$ cat config.mk
export PLATFORM = sky130hd
export DESIGN_NAME = an_corrector_n37
export DESIGN_NICKNAME = d
export VERILOG_FILES = /design/src/rtl/an_corrector_n37.sv
export SDC_FILE = /design/constraint.sdc
export NUM_CORES = 1
export LEC_CHECK = 0
export BUFFER_PORTS_ARGS = -buffer_cell sky130_fd_sc_hd__buf_2
export CAP_MARGIN = 15
export CORE_MARGIN = 2
export CORE_UTILIZATION = 50
export DETAILED_ROUTE_END_ITERATION = 8
export HOLD_SLACK_MARGIN = 0.08
export PLACE_DENSITY = 0.78
export SLEW_MARGIN = 20
export SYNTH_ARGS = -nofsm -noshare
export SYNTH_HDL_FRONTEND = slang
export SYNTH_SLANG_ARGS = --single-unit
export TNS_END_PERCENT = 10
$ cat constraint.sdc
create_clock -name clk -period 5.4 [get_ports clk]
set_input_delay 0.54 -clock clk [delete_from_list [all_inputs] [get_ports clk]]
set_output_delay 0.54 -clock clk [all_outputs]
set_load 0.1 [all_outputs]
$ cat src/rtl/an_corrector_n37.sv
// Single-bit error corrector for A=37 AN codes: walks bit positions serially, tracking 2^i = 37*f + w.
// Optional statistics counters are built when AN_CORR_STATS_EN is defined.
module an_corrector_n37 #(
    parameter int A    = 37,
    parameter int CW_W = 18,
    parameter int Q_W  = 13,
    parameter int R_W  = 6,
    parameter int MAXD = 7084
) (
    input  logic           clk,
    input  logic           rst,
    input  logic           in_valid,
    output logic           in_ready,
    input  logic [12:0]    in_q,
    input  logic [5:0]     in_r,
    output logic           out_valid,
    input  logic           out_ready,
    output logic [12:0]    out_data,
    output logic           out_corrected,
    output logic           out_uncorr,
    output logic [4:0]     out_err_pos,
    output logic           out_err_neg,
    output logic [15:0]    cnt_corrected,
    output logic [15:0]    cnt_uncorr
);

    localparam logic [1:0] S_IDLE   = 2'd0;
    localparam logic [1:0] S_SEARCH = 2'd1;
    localparam logic [1:0] S_DONE   = 2'd2;

    localparam int CAND_W = Q_W + 2;
    localparam logic signed [CAND_W-1:0] MAXD_S = CAND_W'(MAXD);

    logic [1:0]     state_q, state_d;
    logic [Q_W-1:0] q_q, q_d;
    logic [R_W-1:0] r_q, r_d;
    logic [4:0]     i_q, i_d;
    logic [R_W-1:0] w_q, w_d;
    logic [Q_W-1:0] f_q, f_d;

    logic           valid_q, valid_d;
    logic [Q_W-1:0] data_q, data_d;
    logic           corr_q, corr_d;
    logic           uncorr_q, uncorr_d;
    logic [4:0]     pos_q, pos_d;
    logic           neg_q, neg_d;

    logic                     match_pos, match_neg;
    logic [R_W-1:0]           a_minus_w;
    logic [R_W:0]             w2;
    logic signed [CAND_W-1:0] q_ext, f_ext, cand;

    function automatic logic cand_in_range(input logic signed [CAND_W-1:0] v);
        return (v >= 0) && (v <= MAXD_S);
    endfunction

    assign in_ready      = (state_q == S_IDLE);
    assign out_valid     = valid_q;
    assign out_data      = data_q;
    assign out_corrected = corr_q;
    assign out_uncorr    = uncorr_q;
    assign out_err_pos   = pos_q;
    assign out_err_neg   = neg_q;

    always_comb begin
        state_d  = state_q;
        q_d      = q_q;
        r_d      = r_q;
        i_d      = i_q;
        w_d      = w_q;
        f_d      = f_q;
        valid_d  = valid_q;
        data_d   = data_q;
        corr_d   = corr_q;
        uncorr_d = uncorr_q;
        pos_d    = pos_q;
        neg_d    = neg_q;

        // A received word is either c+2^i (residue w) or c-2^i (residue A-w)
        a_minus_w = R_W'(A) - w_q;
        match_pos = (w_q == r_q);
        match_neg = (a_minus_w == r_q);
        w2        = {w_q, 1'b0};
        q_ext     = $signed({2'b00, q_q});
        f_ext     = $signed({2'b00, f_q});
        cand      = match_neg ? (q_ext + f_ext + CAND_W'(1)) : (q_ext - f_ext);

        case (state_q)
            S_IDLE: begin
                if (in_valid) begin
                    q_d = in_q;
                    r_d = in_r;
                    i_d = 5'd0;
                    w_d = R_W'(1);
                    f_d = '0;
                    if (in_r == '0) begin
                        state_d  = S_DONE;
                        valid_d  = 1'b1;
                        data_d   = in_q;
                        corr_d   = 1'b0;
                        uncorr_d = 1'b0;
                        pos_d    = 5'd0;
                        neg_d    = 1'b0;
                    end else begin
                        state_d = S_SEARCH;
                    end
                end
            end
            S_SEARCH: begin
                if (match_pos || match_neg) begin
                    state_d = S_DONE;
                    valid_d = 1'b1;
                    if (cand_in_range(cand)) begin
                        data_d   = cand[Q_W-1:0];
                        corr_d   = 1'b1;
                        uncorr_d = 1'b0;
                        pos_d    = i_q;
                        neg_d    = match_neg;
                    end else begin
                        data_d   = q_q;
                        corr_d   = 1'b0;
                        uncorr_d = 1'b1;
                        pos_d    = 5'd0;
                        neg_d    = 1'b0;
                    end
                end else if (i_q == 5'(CW_W - 1)) begin
                    // Residues >= A never match any power of two
                    state_d  = S_DONE;
                    valid_d  = 1'b1;
                    data_d   = q_q;
                    corr_d   = 1'b0;
                    uncorr_d = 1'b1;
                    pos_d    = 5'd0;
                    neg_d    = 1'b0;
                end else begin
                    i_d = i_q + 5'd1;
                    if (w2 >= (R_W + 1)'(A)) begin
                        w_d = R_W'(w2 - (R_W + 1)'(A));
                        f_d = {f_q[Q_W-2:0], 1'b1};
                    end else begin
                        w_d = w2[R_W-1:0];
                        f_d = {f_q[Q_W-2:0], 1'b0};
                    end
                end
            end
            S_DONE: begin
                if (out_ready) begin
                    state_d  = S_IDLE;
                    valid_d  = 1'b0;
                    data_d   = '0;
                    corr_d   = 1'b0;
                    uncorr_d = 1'b0;
                    pos_d    = 5'd0;
                    neg_d    = 1'b0;
                end
            end
            default: state_d = S_IDLE;
        endcase
    end

    always_ff @(posedge clk) begin
        if (rst) begin
            state_q  <= S_IDLE;
            valid_q  <= 1'b0;
            data_q   <= '0;
            corr_q   <= 1'b0;
            uncorr_q <= 1'b0;
            pos_q    <= 5'd0;
            neg_q    <= 1'b0;
        end else begin
            state_q  <= state_d;
            valid_q  <= valid_d;
            data_q   <= data_d;
            corr_q   <= corr_d;
            uncorr_q <= uncorr_d;
            pos_q    <= pos_d;
            neg_q    <= neg_d;
        end
    end

    // Search working registers carry data only; the FSM qualifies them
    always_ff @(posedge clk) begin
        q_q <= q_d;
        r_q <= r_d;
        i_q <= i_d;
        w_q <= w_d;
        f_q <= f_d;
    end

`ifdef AN_CORR_STATS_EN
    logic [15:0] cnt_corr_q, cnt_corr_d;
    logic [15:0] cnt_unc_q, cnt_unc_d;
    logic        out_fire;

    function automatic logic [15:0] sat_inc(input logic [15:0] v);
        return (v == 16'hFFFF) ? v : v + 16'd1;
    endfunction

    always_comb begin
        out_fire   = valid_q && out_ready;
        cnt_corr_d = cnt_corr_q;
        cnt_unc_d  = cnt_unc_q;
        if (out_fire && corr_q) cnt_corr_d = sat_inc(cnt_corr_q);
        if (out_fire && uncorr_q) cnt_unc_d = sat_inc(cnt_unc_q);
    end

    always_ff @(posedge clk) begin
        if (rst) begin
            cnt_corr_q <= 16'd0;
            cnt_unc_q  <= 16'd0;
        end else begin
            cnt_corr_q <= cnt_corr_d;
            cnt_unc_q  <= cnt_unc_d;
        end
    end

    assign cnt_corrected = cnt_corr_q;
    assign cnt_uncorr    = cnt_unc_q;
`else
    assign cnt_corrected = 16'd0;
    assign cnt_uncorr    = 16'd0;
`endif

endmodule

# --- Word level (Yosys, flattened, before mapping) ---
# Cells that the tools add are included.
word_totals:
  output_inout_bits: 55
  mem_bits_rw: 0
  mem_count: 0
  romBits: 0
  input_bits: 23
  regBits: 67
  word_cells: 95
  latch_bits: 0
op_classes:
  bitwise_logic: 0
  n_reduce_logical: 10
  div: 0
  shifts: 0
  n_mul: 0
  add_sub_neg: 6
  muxes: 53
  eq_ne: 11
  n_lt_le_gt_ge: 3
op_table:
  columns: ["cell", "count"]
  rows:
  - ["2-to-1 mux 13 bit", 9]
  - ["2-to-1 mux 5 bit", 9]
  - ["one-hot mux 13 bit (3 select lines)", 1]
  - ["one-hot mux 13 bit (2 select lines)", 1]
  - ["2-to-1 mux 6 bit", 4]
  - ["adder 14 x 1 -> 15 bit, second input constant", 1]
  - ["greater-or-equal comparator 15 x 1 -> 1 bit, second input constant", 1]
  - ["less-or-equal comparator 15 x 14 -> 1 bit, second input constant", 1]
  - ["2-to-1 mux 1 bit", 15]
  - ["2-to-1 mux 15 bit", 1]
  - ["one-hot mux 5 bit (3 select lines)", 1]
  - ["adder 13 x 13 -> 14 bit", 1]
  - ["subtractor 13 x 13 -> 14 bit", 1]
  - ["equality test 6 bit", 2]
  - ["one-hot mux 1 bit (3 select lines)", 4]
  - ["one-hot mux 6 bit (2 select lines)", 1]
  - ["2-to-1 mux 2 bit", 5]
  - ["one-hot mux 5 bit (2 select lines)", 1]
  - ["inequality test 2 bit, second input constant", 4]
  - ["greater-or-equal comparator 7 x 6 -> 1 bit, second input constant", 1]
  - ["zero test 6 bit", 1]
  - ["one-hot mux 2 bit (3 select lines)", 1]
  - ["subtractor 6 bit, first input constant", 1]
  - ["subtractor 6 bit, second input constant", 1]
  - ["other kinds (15)", 15]

# --- Longest topological paths before layout ---
depth:
  ltp_word: 8
  ltp_mapped: 16
  mapped_depth_nobuf: 14

# --- Worst setup path after synthesis ---
# Ideal clock, no wire load.
synth_path:
  path_type: "reg2reg"
  startpoint: "reg w_q[2]"
  endpoint: "reg data_q[12] (netlist: out_data[12])"
  t_required_ns: 5.278
  path_stages_with_launch: 16
  setup_time_ns: 0.122
  path_buffers: 4
  synth_period_minus_slack_ns: 3.909
  arrival_ns: 3.787
  setup_slack_ns: 1.491
  cell_sequence: "edfxtp_1 > ha_1 > or3b_1 > a221o_1 > a211oi_2 > buf_4 > buf_4 > o311ai_0 > o31ai_1 > xnor2_1 > a41oi_1 > or3_1 > buf_2 > and4_1 > buf_2 > a221o_1"
synth_between:
  elab_chain_len: 8
  word_cells_on_any_way: 13
  classes_between: "add/sub (1); order compare (2); eq/ne (3); mux (4); reduce/logical (3)"
synth_lines:
  columns: ["item", "line_no", "text"]
  rows:
  - ["start, declared", "38", "logic [R_W-1:0] w_q, w_d;"]
  - ["start signal, assigned", "186", "w_q <= w_d;"]
  - ["subtractor 6 bit", "80", "a_minus_w = R_W'(A) - w_q;"]
  - ["equality test 6 bit", "82", "match_neg = (a_minus_w == r_q);"]
  - ["2-to-1 mux 15 bit", "86", "cand = match_neg ? (q_ext + f_ext + CAND_W'(1)) : (q_ext - f_ext);"]
  - ["greater-or-equal comparator 15 x 1 -> 1 bit or less-or-equal comparator 15 x 14 -> 1 bit (tied branches)", "54", "return (v >= 0) && (v <= MAXD_S);"]
  - ["logical AND 1 bit", "54", null]
  - ["2-to-1 mux 13 bit", "113", "if (cand_in_range(cand)) begin"]
  - ["2-to-1 mux 13 bit", "110", "if (match_pos || match_neg) begin"]
  - ["one-hot mux 13 bit (3 select lines)", "88", "case (state_q)"]
  - ["end signal, assigned", "173", "data_q <= data_d;"]
  - ["end, declared", "42", "logic [Q_W-1:0] data_q, data_d;"]
# Parallel ways exist; a longest one is shown, timed or not.
# A chain may end at the register's enable or synchronous reset.

# --- Worst setup path in the final report ---
layout_path:
  startpoint: "reg w_q[2]"
  endpoint: "reg data_q[7] (netlist: out_data[7])"
# Same word-level chain as after synthesis.

==> summary.txt <==
status -> complete, no violations
crit-path cells -> ha_1 > or3b_1 > a221o_1 > a211oi_2 > buf_4 > mux2i_1 > xor2_1 > or4b_1 > a211oi_1 > or3_1 > and4_1 > a221o_1
CTS max path bufs -> 2
Synth Instances -> 516
Slew headroom -> 0.336
first-pass GRT wire length -> 18300 µm
post-DR vias/cell -> 5.81
Setup crit start kind -> flip-flop
Worst Tran Pin Value -> 995 ps
setup violators final -> 0
CTS clk-pin slew, worst paths -> 80 ps
I/O Buffers -> 45
io pins -> 78
share of layout cells above drive strength 1 -> 0.146
P&R area growth vs syn -> 8.90%
routed wire length -> 11600 µm
CP top delay family -> simple AND/OR/NAND/NOR gates
Max-cap violations -> 0
ys flop type -> edfxtp_1
Synth area leader -> edfxtp_1
RSZ-0062 raised after global routing -> false
CP required -> 5690 ps
Crit path largest cell delay -> 580 ps
Die Width -> 101 µm
height of the die -> 101 µm
Syn Area/Cell -> 9.21 µm²
number of buffers and inverters on the critical path -> 1
Post-CTS Setup Bufs -> 0
Placer Congestion -> 0.928
drt pass-1 iters -> 5
nets -> 603
hold buffers post-CTS -> 0
Root Driver -> clkbuf_8
Starting Density -> 0.514
post-synth top area share -> 0.272
kind of end point of the critical path -> flip-flop
Post-synth top cells -> nor2_1 (62), edfxtp_1 (43), a21oi_1 (41)
warnings from Yosys -> 0
drt drc -> 0
TritonCTS buffer count -> 9
critical path type -> reg2reg
CP arrival -> 4560 ps
Crit-path slowest cell -> or4b_1
Max Fclk -> 0.234 GHz
antenna violations before repair -> 0
antenna-violating nets left -> 0
post-CTS sizing -> 0
asr flop ratio synth -> 0
Final Slew Violations -> 0
# clock sinks -> 67
TritonCTS clock tree -> yes
initial DRC count -> 253
worst skew pair latency -> 350 ps
Yosys reg bits -> 67
remaining global-route overflow -> 0
PnR worst setup slack -> 1130 ps
GRT Total Usage -> 0.228
setup tns final -> 0 ps
Post-synth EDFFs -> 43
detailed-placement wirelength estimate -> 8660 µm
Worst Hold Class -> in2reg
largest net degree at the start of global routing -> 30
crit-path most repeated cell -> a221o_1
clk_skew -> 7.25 ps
H-Tree Depth -> 3
core area -> 0.00924 mm²
DIE AREA -> 0.0103 mm²
fin crit period -> 4270 ps
wire length per cell -> 17.2 µm
synth top area cells -> edfxtp_1 (27%), dfxtp_1 (10%), ha_1 (9.2%)
Max Fanout on Critical Path -> 22
endpoints failing hold -> 0
synthesized area -> 0.00475 mm²
sequential fraction of the synthesis area -> 0.373
antenna cells -> 0
vias in the first global route -> 3633
Final period util -> 0.791
Synth cell types -> 68
Place WS -> 1220 ps
Vias -> 3935
std cell rows -> 35
top-count cell post-synth -> nor2_1
flip-flops by register name, summed over array words and instances (netlist names):
signal,cells
q_q,13
out_corrected,1
w_q,6
r_q,6
out_err_neg,1
f_q,13
out_valid,1
out_uncorr,1
out_data,13
state_q,2
i_q,5
out_err_pos,5
worst reg2reg max path, delay by kind of cell (launching register included):
| kind | cells | cell delay (ps) |
|---|---|---|
| XOR/XNOR | 1 | 120 |
| AND/OR/NAND/NOR | 4 | 1700 |
| buffers and inverters | 1 | 300 |
| adder cells (fa/ha/maj) | 1 | 300 |
| multiplexers | 1 | 250 |
| AO/OA/AOI/OAI | 4 | 1060 |
| flip-flops | 1 | 500 |
metal layers:
layer | part of all wire | vias up | routed length (µm) | GRT usage
li1 | - | 1852 | - | -
met1 | 0.44 | 1912 | 5150 | 0.309
met2 | 0.48 | 151 | 5580 | 0.379
met3 | 0.061 | 20 | 703 | 0.0380
met4 | 0.015 | 0 | 176 | 0.0644
met5 | 0 | - | 0 | 0
stage by stage:
stage               hold slack, ps   util  std cells  instance area (µm²)
global route                   373  0.560        677                 5170
detailed placement             448  0.531        661                 4910
global placement               441  0.531        661                 4910
finish                         380  0.560        677                 5170
floorplan                      508      -        547                 4870
CTS                            375  0.560        677                 5170
cell usage in the layout (no fill, tap or decap), drive strengths merged, types with 5 or more instances in the layout:
cell type  synthesis  routed
nor2              62      62
buf               41      49
edfxtp            43      43
a21oi             41      41
ha                35      35
inv               32      33
conb               1      32
dfxtp             24      24
nand2             20      20
xnor2             16      16
o21a              13      13
o21ai             12      12
and3              12      12
nand4             11      11
nand3             10      10
clkbuf            23      10
a221o              9       9
mux2i              9       9
a211oi             9       9
xor2               8       8
o31ai              6       6
or3                6       6
nor3               6       6
and2               5       5
final timing paths:
check            startpoint              to  slack, ps  cells after the start
max                  w_q[2]     out_data[7]       1130                     12
min                 in_r[0]          r_q[0]        380                      1
min reg2reg  out_err_pos[3]  out_err_pos[3]        460                      2
max reg2reg          w_q[2]     out_data[7]       1130                     12
final cells by class:
class	instances	area [µm²]
Clock inverter	6	119
Tap cell	129	161
Sequential cell	67	1770
Clock buffer	10	149
Inverter	32	120
Fill cell	803	4070
Timing Repair Buffer	49	255
Multi-Input combinational cell	384	2600
logic make-up after synthesis:
group / count (synthesis) / share of synthesized area
flip-flops: 67 / 0.373
buffers and inverters: 96 / 0.107
adder cells (fa/ha/maj): 37 / 0.101
AO/OA/AOI/OAI: 126 / 0.186
AND/OR/NAND/NOR: 153 / 0.160
multiplexers: 12 / 0.0284
other: 1 / 0.000789
XOR/XNOR: 24 / 0.0442
Power is not shown: default switching activity piles up to over one toggle a cycle in this logic, so the estimate is an artifact.
